`config.mk`:
```
export PLATFORM = sky130hd
export DESIGN_NAME = ram_sp_param
export DESIGN_NICKNAME = d
export VERILOG_FILES = /design/src/rtl/ram_pkg.sv /design/src/rtl/ram_rd_pipe.sv /design/src/rtl/ram_sp_param.sv
export SDC_FILE = /design/constraint.sdc
export NUM_CORES = 1
export LEC_CHECK = 0
export CAP_MARGIN = 20
export CORE_MARGIN = 1.5
export CORE_UTILIZATION = 30
export DETAILED_ROUTE_END_ITERATION = 12
export PLACE_DENSITY = 0.49
export SLEW_MARGIN = 20
export SYNTH_ARGS = -nofsm -noshare
export SYNTH_HDL_FRONTEND = slang
export SYNTH_SLANG_ARGS = --single-unit
```
`constraint.sdc`:
```
create_clock -name clk -period 2.1 [get_ports clk]
set_input_delay 0.21 -clock clk [delete_from_list [all_inputs] [get_ports clk]]
set_output_delay 0.21 -clock clk [all_outputs]
set_load 0.01 [all_outputs]
```
`src/rtl/ram_pkg.sv`:
```
// Shared types and limits for the single-port RAM.
// State encoding and the legal read-latency range.
package ram_pkg;

    typedef enum logic {
        CLEAR,
        READY
    } ram_state_e;

    localparam int RD_LAT_MIN = 0;
    localparam int RD_LAT_MAX = 2;

    function automatic bit lat_legal(input int n);
        return (n >= RD_LAT_MIN) && (n <= RD_LAT_MAX);
    endfunction

endpackage

```
`src/rtl/ram_rd_pipe.sv`:
```
// Read-latency register chain carrying data and valid.
// Data stages load only on valid, so the output holds the last read.
module ram_rd_pipe
    import ram_pkg::*;
#(
    parameter int DATA_WIDTH   = 8,
    parameter int READ_LATENCY = 1
) (
    input  logic                  clk,
    input  logic                  rst_n,
    input  logic                  in_valid,
    input  logic [DATA_WIDTH-1:0] in_data,
    output logic                  out_valid,
    output logic [DATA_WIDTH-1:0] out_data
);

    localparam int N = (READ_LATENCY < 1) ? 1 : READ_LATENCY;

    logic [N-1:0]          v_q;
    logic [DATA_WIDTH-1:0] d_q [N];

    always_ff @(posedge clk or negedge rst_n) begin
        if (!rst_n) begin
            v_q <= '0;
            for (int i = 0; i < N; i++) begin
                d_q[i] <= '0;
            end
        end else begin
            v_q[0] <= in_valid;
            if (in_valid) begin
                d_q[0] <= in_data;
            end
            for (int i = 1; i < N; i++) begin
                v_q[i] <= v_q[i-1];
                if (v_q[i-1]) begin
                    d_q[i] <= d_q[i-1];
                end
            end
        end
    end

    assign out_valid = v_q[N-1];
    assign out_data  = d_q[N-1];

endmodule

```
`src/rtl/ram_sp_param.sv`:
```
// Single-port RAM with post-reset clear sweep and 0/1/2-cycle read.
// RAM_PARITY_EN adds a stored even-parity bit, inject_err and parity_err.
module ram_sp_param
    import ram_pkg::*;
#(
    parameter int DATA_WIDTH   = 8,
    parameter int ADDR_WIDTH   = 4,
    parameter int READ_LATENCY = 0
) (
    input  logic                  clk,
    input  logic                  rst_n,
    input  logic [ADDR_WIDTH-1:0] address,
    input  logic [DATA_WIDTH-1:0] data_in,
    input  logic                  write_en,
    input  logic                  read_en,
`ifdef RAM_PARITY_EN
    input  logic                  inject_err,
    output logic                  parity_err,
`endif
    output logic [DATA_WIDTH-1:0] data_out,
    output logic                  rd_valid,
    output logic                  ready
);

    localparam int DEPTH = 2 ** ADDR_WIDTH;
`ifdef RAM_PARITY_EN
    localparam int PW = 1;
`else
    localparam int PW = 0;
`endif
    localparam int WW = DATA_WIDTH + PW;

    generate
        if (!lat_legal(READ_LATENCY)) begin : g_bad_lat
            $error("ram_sp_param: READ_LATENCY must be 0..2");
        end
    endgenerate

    ram_state_e            state_q;
    ram_state_e            state_d;
    logic [ADDR_WIDTH-1:0] cnt_q;

    logic [WW-1:0]         mem [DEPTH];
    logic                  mem_we;
    logic [ADDR_WIDTH-1:0] mem_wa;
    logic [WW-1:0]         mem_wd;
    logic [WW-1:0]         wr_word;
    logic [WW-1:0]         rd_word;
    logic [WW-1:0]         pipe_word;
    logic                  rd_req;
    logic                  pipe_valid;

`ifdef RAM_PARITY_EN
    assign wr_word = {(^data_in) ^ inject_err, data_in};
`else
    assign wr_word = data_in;
`endif

    always_ff @(posedge clk or negedge rst_n) begin
        if (!rst_n) begin
            state_q <= CLEAR;
            cnt_q   <= '0;
        end else begin
            state_q <= state_d;
            if (state_q == CLEAR) begin
                cnt_q <= cnt_q + 1'b1;
            end
        end
    end

    always_comb begin
        state_d = state_q;
        mem_we  = 1'b0;
        mem_wa  = address;
        mem_wd  = wr_word;
        rd_req  = 1'b0;
        unique case (state_q)
            CLEAR: begin
                // sweep zeros; user requests are ignored here
                mem_we = rst_n;
                mem_wa = cnt_q;
                mem_wd = '0;
                if (cnt_q == '1) begin
                    state_d = READY;
                end
            end
            READY: begin
                mem_we = write_en;
                rd_req = read_en & ~write_en;
            end
            default: state_d = CLEAR;
        endcase
    end

    assign ready = (state_q == READY);

    always_ff @(posedge clk) begin
        if (mem_we) begin
            mem[mem_wa] <= mem_wd;
        end
    end

    assign rd_word = ready ? mem[address] : '0;

    generate
        if (READ_LATENCY == 0) begin : g_comb
            assign pipe_valid = rd_req;
            assign pipe_word  = rd_word;
        end else begin : g_pipe
            ram_rd_pipe #(
                .DATA_WIDTH   (WW),
                .READ_LATENCY (READ_LATENCY)
            ) u_rd_pipe (
                .clk       (clk),
                .rst_n     (rst_n),
                .in_valid  (rd_req),
                .in_data   (rd_word),
                .out_valid (pipe_valid),
                .out_data  (pipe_word)
            );
        end
    endgenerate

    assign rd_valid = pipe_valid;
    assign data_out = pipe_word[DATA_WIDTH-1:0];

`ifdef RAM_PARITY_EN
    assign parity_err = pipe_valid & (^pipe_word);
`endif

endmodule

```
==> results.md <==
* Leak at 2.546 nW
* Num CTS Buffers at 17
* Final GP Congestion at 0.8058
* Net Count, Synth at 330
* Placed insts at 604
* Vias in the first global route at 3163
* First-pass GRT wire length at 18940 microns
* Ys Warns at 0
* Synthesized instance count at 313
* CTS Sinks at 133
* Clock Skews at 6.584 ps
* Layout area overhead at 28.50%
* Yosys cell types at 37
* Seq cells post-synth at 133
* Core ar. at 18020 sq um
* Upper clock frequency limit at 493.9 MHz
* Crit Path Category: primary input to output pin
* Post-synthesis sequential area ratio at 0.7180
* Post-Synth XOR/XNOR Area at 0.004753
* Mapped Area at 5528 sq um
* Fin cells at 641
* Max-cap violation count at 0
* Logic pwr share at 0.066
* Most common cell after layout, fill and taps aside: edfxtp_1
* Largest family of logic cells by synthesized area: multiplexers
* Adder-cell share of the synthesized area at 0.002263
* Worst Path Max Fanout at 9
* PortBufs at 25
* Ant diodes at 0
* RSZ-0062 raised after global routing: no
* DR WL/cell at 19.20 microns
* CTS Buffer Depth at 2
* Startpoint types: primary input
* DR vias at 3014
* Clock network fraction of total power at 0.485
* DP HPWL at 8369 microns
* Status: complete, no violations
* Max_slew headroom at 0.5347
* Root buffer cell: clkbuf_16
* Residual DRC at 0
* Min-delay worst type: primary input to async pin
* Setup crit end kind: output pin
* NumNets Final at 416
* VDD IR max at 0.5059 mV
* Flop2flop setup slack at 170 ps
* # setup viols final at 0
* CTS tree: yes
* Hold-fix buffers at CTS at 0
* Largest net degree at the start of global routing at 21
* Setup TNS at 0 ps
* First-pass DRT Iterations at 4
* Final wirelength at 12310 microns
* Die Area at 19250 sq um
* Complex-gate fraction of the synthesized area at 0.05976
* Syn Area/Cell at 17.66 sq um
* Fin crit share at 0.9642
* Io pins at 26
* Total Routing Usage GR at 0.1365
* Pwr Density at 916.1 nW/um^2
* Worst Path Required at 1890 ps
* # rows at 49
* Chip Width at 138.7 microns
* Util after Layout at 0.3941
* Post-Synth Simple-Gate Area at 0.05976
* Post-synthesis mux area share at 0.1258
* Sequential power share at 0.450
* Placed cell areas at 6380 sq um
* Slew @ Worst Pin at 698.0 ps
* Filler cells at 1700
* Initial antenna violation count at 0
* Clock transition at the registers of the reported paths at 60 ps
* Commonest non-fill, non-tap cells in the layout: edfxtp_1 (128), buf_4 (48), mux2i_1 (38), nor2_1 (18), clkbuf_16 (17)
* Post-DR vias/cell at 4.702
* Worst-skew pair later-pin latency at 410 ps
* Total congestion overflow at 0
* Layout cells sized above 1 at 0.3010
* Antenna-violating nets left at 0
* Synth area leader: edfxtp_1
* Hold Slack at 94.01 ps
* Switching share of power at 0.1983
* H-tree Lvls at 4
* Starting Density at 0.3067
* Fin crit period at 2025 ps
* Top cell type's share of synthesized area at 0.6953
* P_sw at 1.290 mW
* Max Transition Viols Final at 0
* Fin. Hold Viols at 0
* CP arrival at 1810 ps
* Post-route cell area at 7103 sq um
* Top cells by area, synth: edfxtp_1 (70%), mux2i_1 (6.9%), mux4_2 (4.1%)
* Internal Pwr Total at 5.217 mW
* Die Y at 138.7 microns
* DRT iter0 DRCs at 223
final timing paths:
kind                            cells after the start  startpoint           to
worst max-delay path                                8  address[1]  data_out[2]
worst min-delay path                                2       rst_n        ready
worst max register to register                      6       ready    mem[1][2]
worst min register to register                      1    cnt_q[2]     cnt_q[2]
max in group asynchronous                           2       rst_n     cnt_q[0]
min in group clk                                    1    cnt_q[2]     cnt_q[2]
repair_timing:
action                     CTS  global route
pin swaps                    1             0
setup endpoints to repair   16            22
gates resized for setup     26             9
cloned                       1             0
buffers inserted             3             1
logic make-up after synthesis:
logic type / after synthesis
xor gates and xnor gates: 3
DFF: 133
buffers and inverters: 19
muxes: 52
AOI/OAI and AO/OA: 37
adders and majority gates: 1
and+or+nand+nor: 68
critical path, stage by stage:
cell and delay [ps]:
dlygate4sd2_1 300, buf_6 180, and2_4 210, buf_4 150, a22oi_2 190, a22oi_1 110, o211ai_2 170, dlygate4sd2_1 290
Yosys cell counts:
library cell and n:
a21o_1 1, a21oi_1 2, a22o_1 1, a22oi_1 19, a22oi_2 5, a31oi_2 1
a32o_1 1, a32oi_1 1, and2_0 1, and2_1 8, and2_4 1, and3_1 1
buf_12 2, buf_2 6, buf_4 1, buf_6 5, buf_8 1, clkbuf_1 1
dfrtp_1 5, edfxtp_1 128, ha_1 1, inv_1 3, mux2_2 1, mux2i_1 38
mux4_1 3, mux4_2 10, nand2_1 10, nand2b_1 3, nand3_1 18, nor2_1 20
nor2b_1 4, nor3_1 1, nor3b_1 1, o211ai_1 1, o211ai_2 4, o32a_1 1
xnor2_1 3
routing by layer:
layer / up-vias / routed length [microns] / track usage
met5: - / 0 / 0
met4: 0 / 223 / 0.06524
met3: 14 / 579 / 0.02659
met2: 74 / 5878 / 0.2129
met1: 1506 / 5627 / 0.1844
li1: 1420 / - / -
per-stage QoR:
step / setup WS (ps) / total power, mW
after floorplan: 213.0 / 3.209
after global placement: -334.5 / 3.401
after detailed placement: -355.6 / 3.407
after CTS: 3.254 / 6.576
after global routing: 2.568 / 6.709
final: 75.27 / 6.507
flip-flops by register name (all words and copies together), names as in the netlist:
signal and cells:
mem 128, cnt_q 4, ready 1
final cells by class:
class,count,area (sq um),area share
tap,229,286.5,0.04034
clock buffer,18,429.2,0.06042
clock inverter,14,207.7,0.02924
multi-input combinational,162,1453,0.2045
timing repair buffer,82,747.0,0.1052
sequential,133,3969,0.5587
inverter,3,11.26,0.001585
power groups by stage:
stage | sequential [mW] | clock (mW) | combinational, mW
final | 2.93 | 3.15 | 0.427
after global routing | 2.92 | 3.32 | 0.462
after CTS | 2.93 | 3.22 | 0.430
after detailed placement | 2.98 | 0 | 0.427
after global placement | 2.98 | 0 | 0.421
after floorplan | 2.98 | 0 | 0.229
No activity file was read; power rests on OpenSTA's default activity.
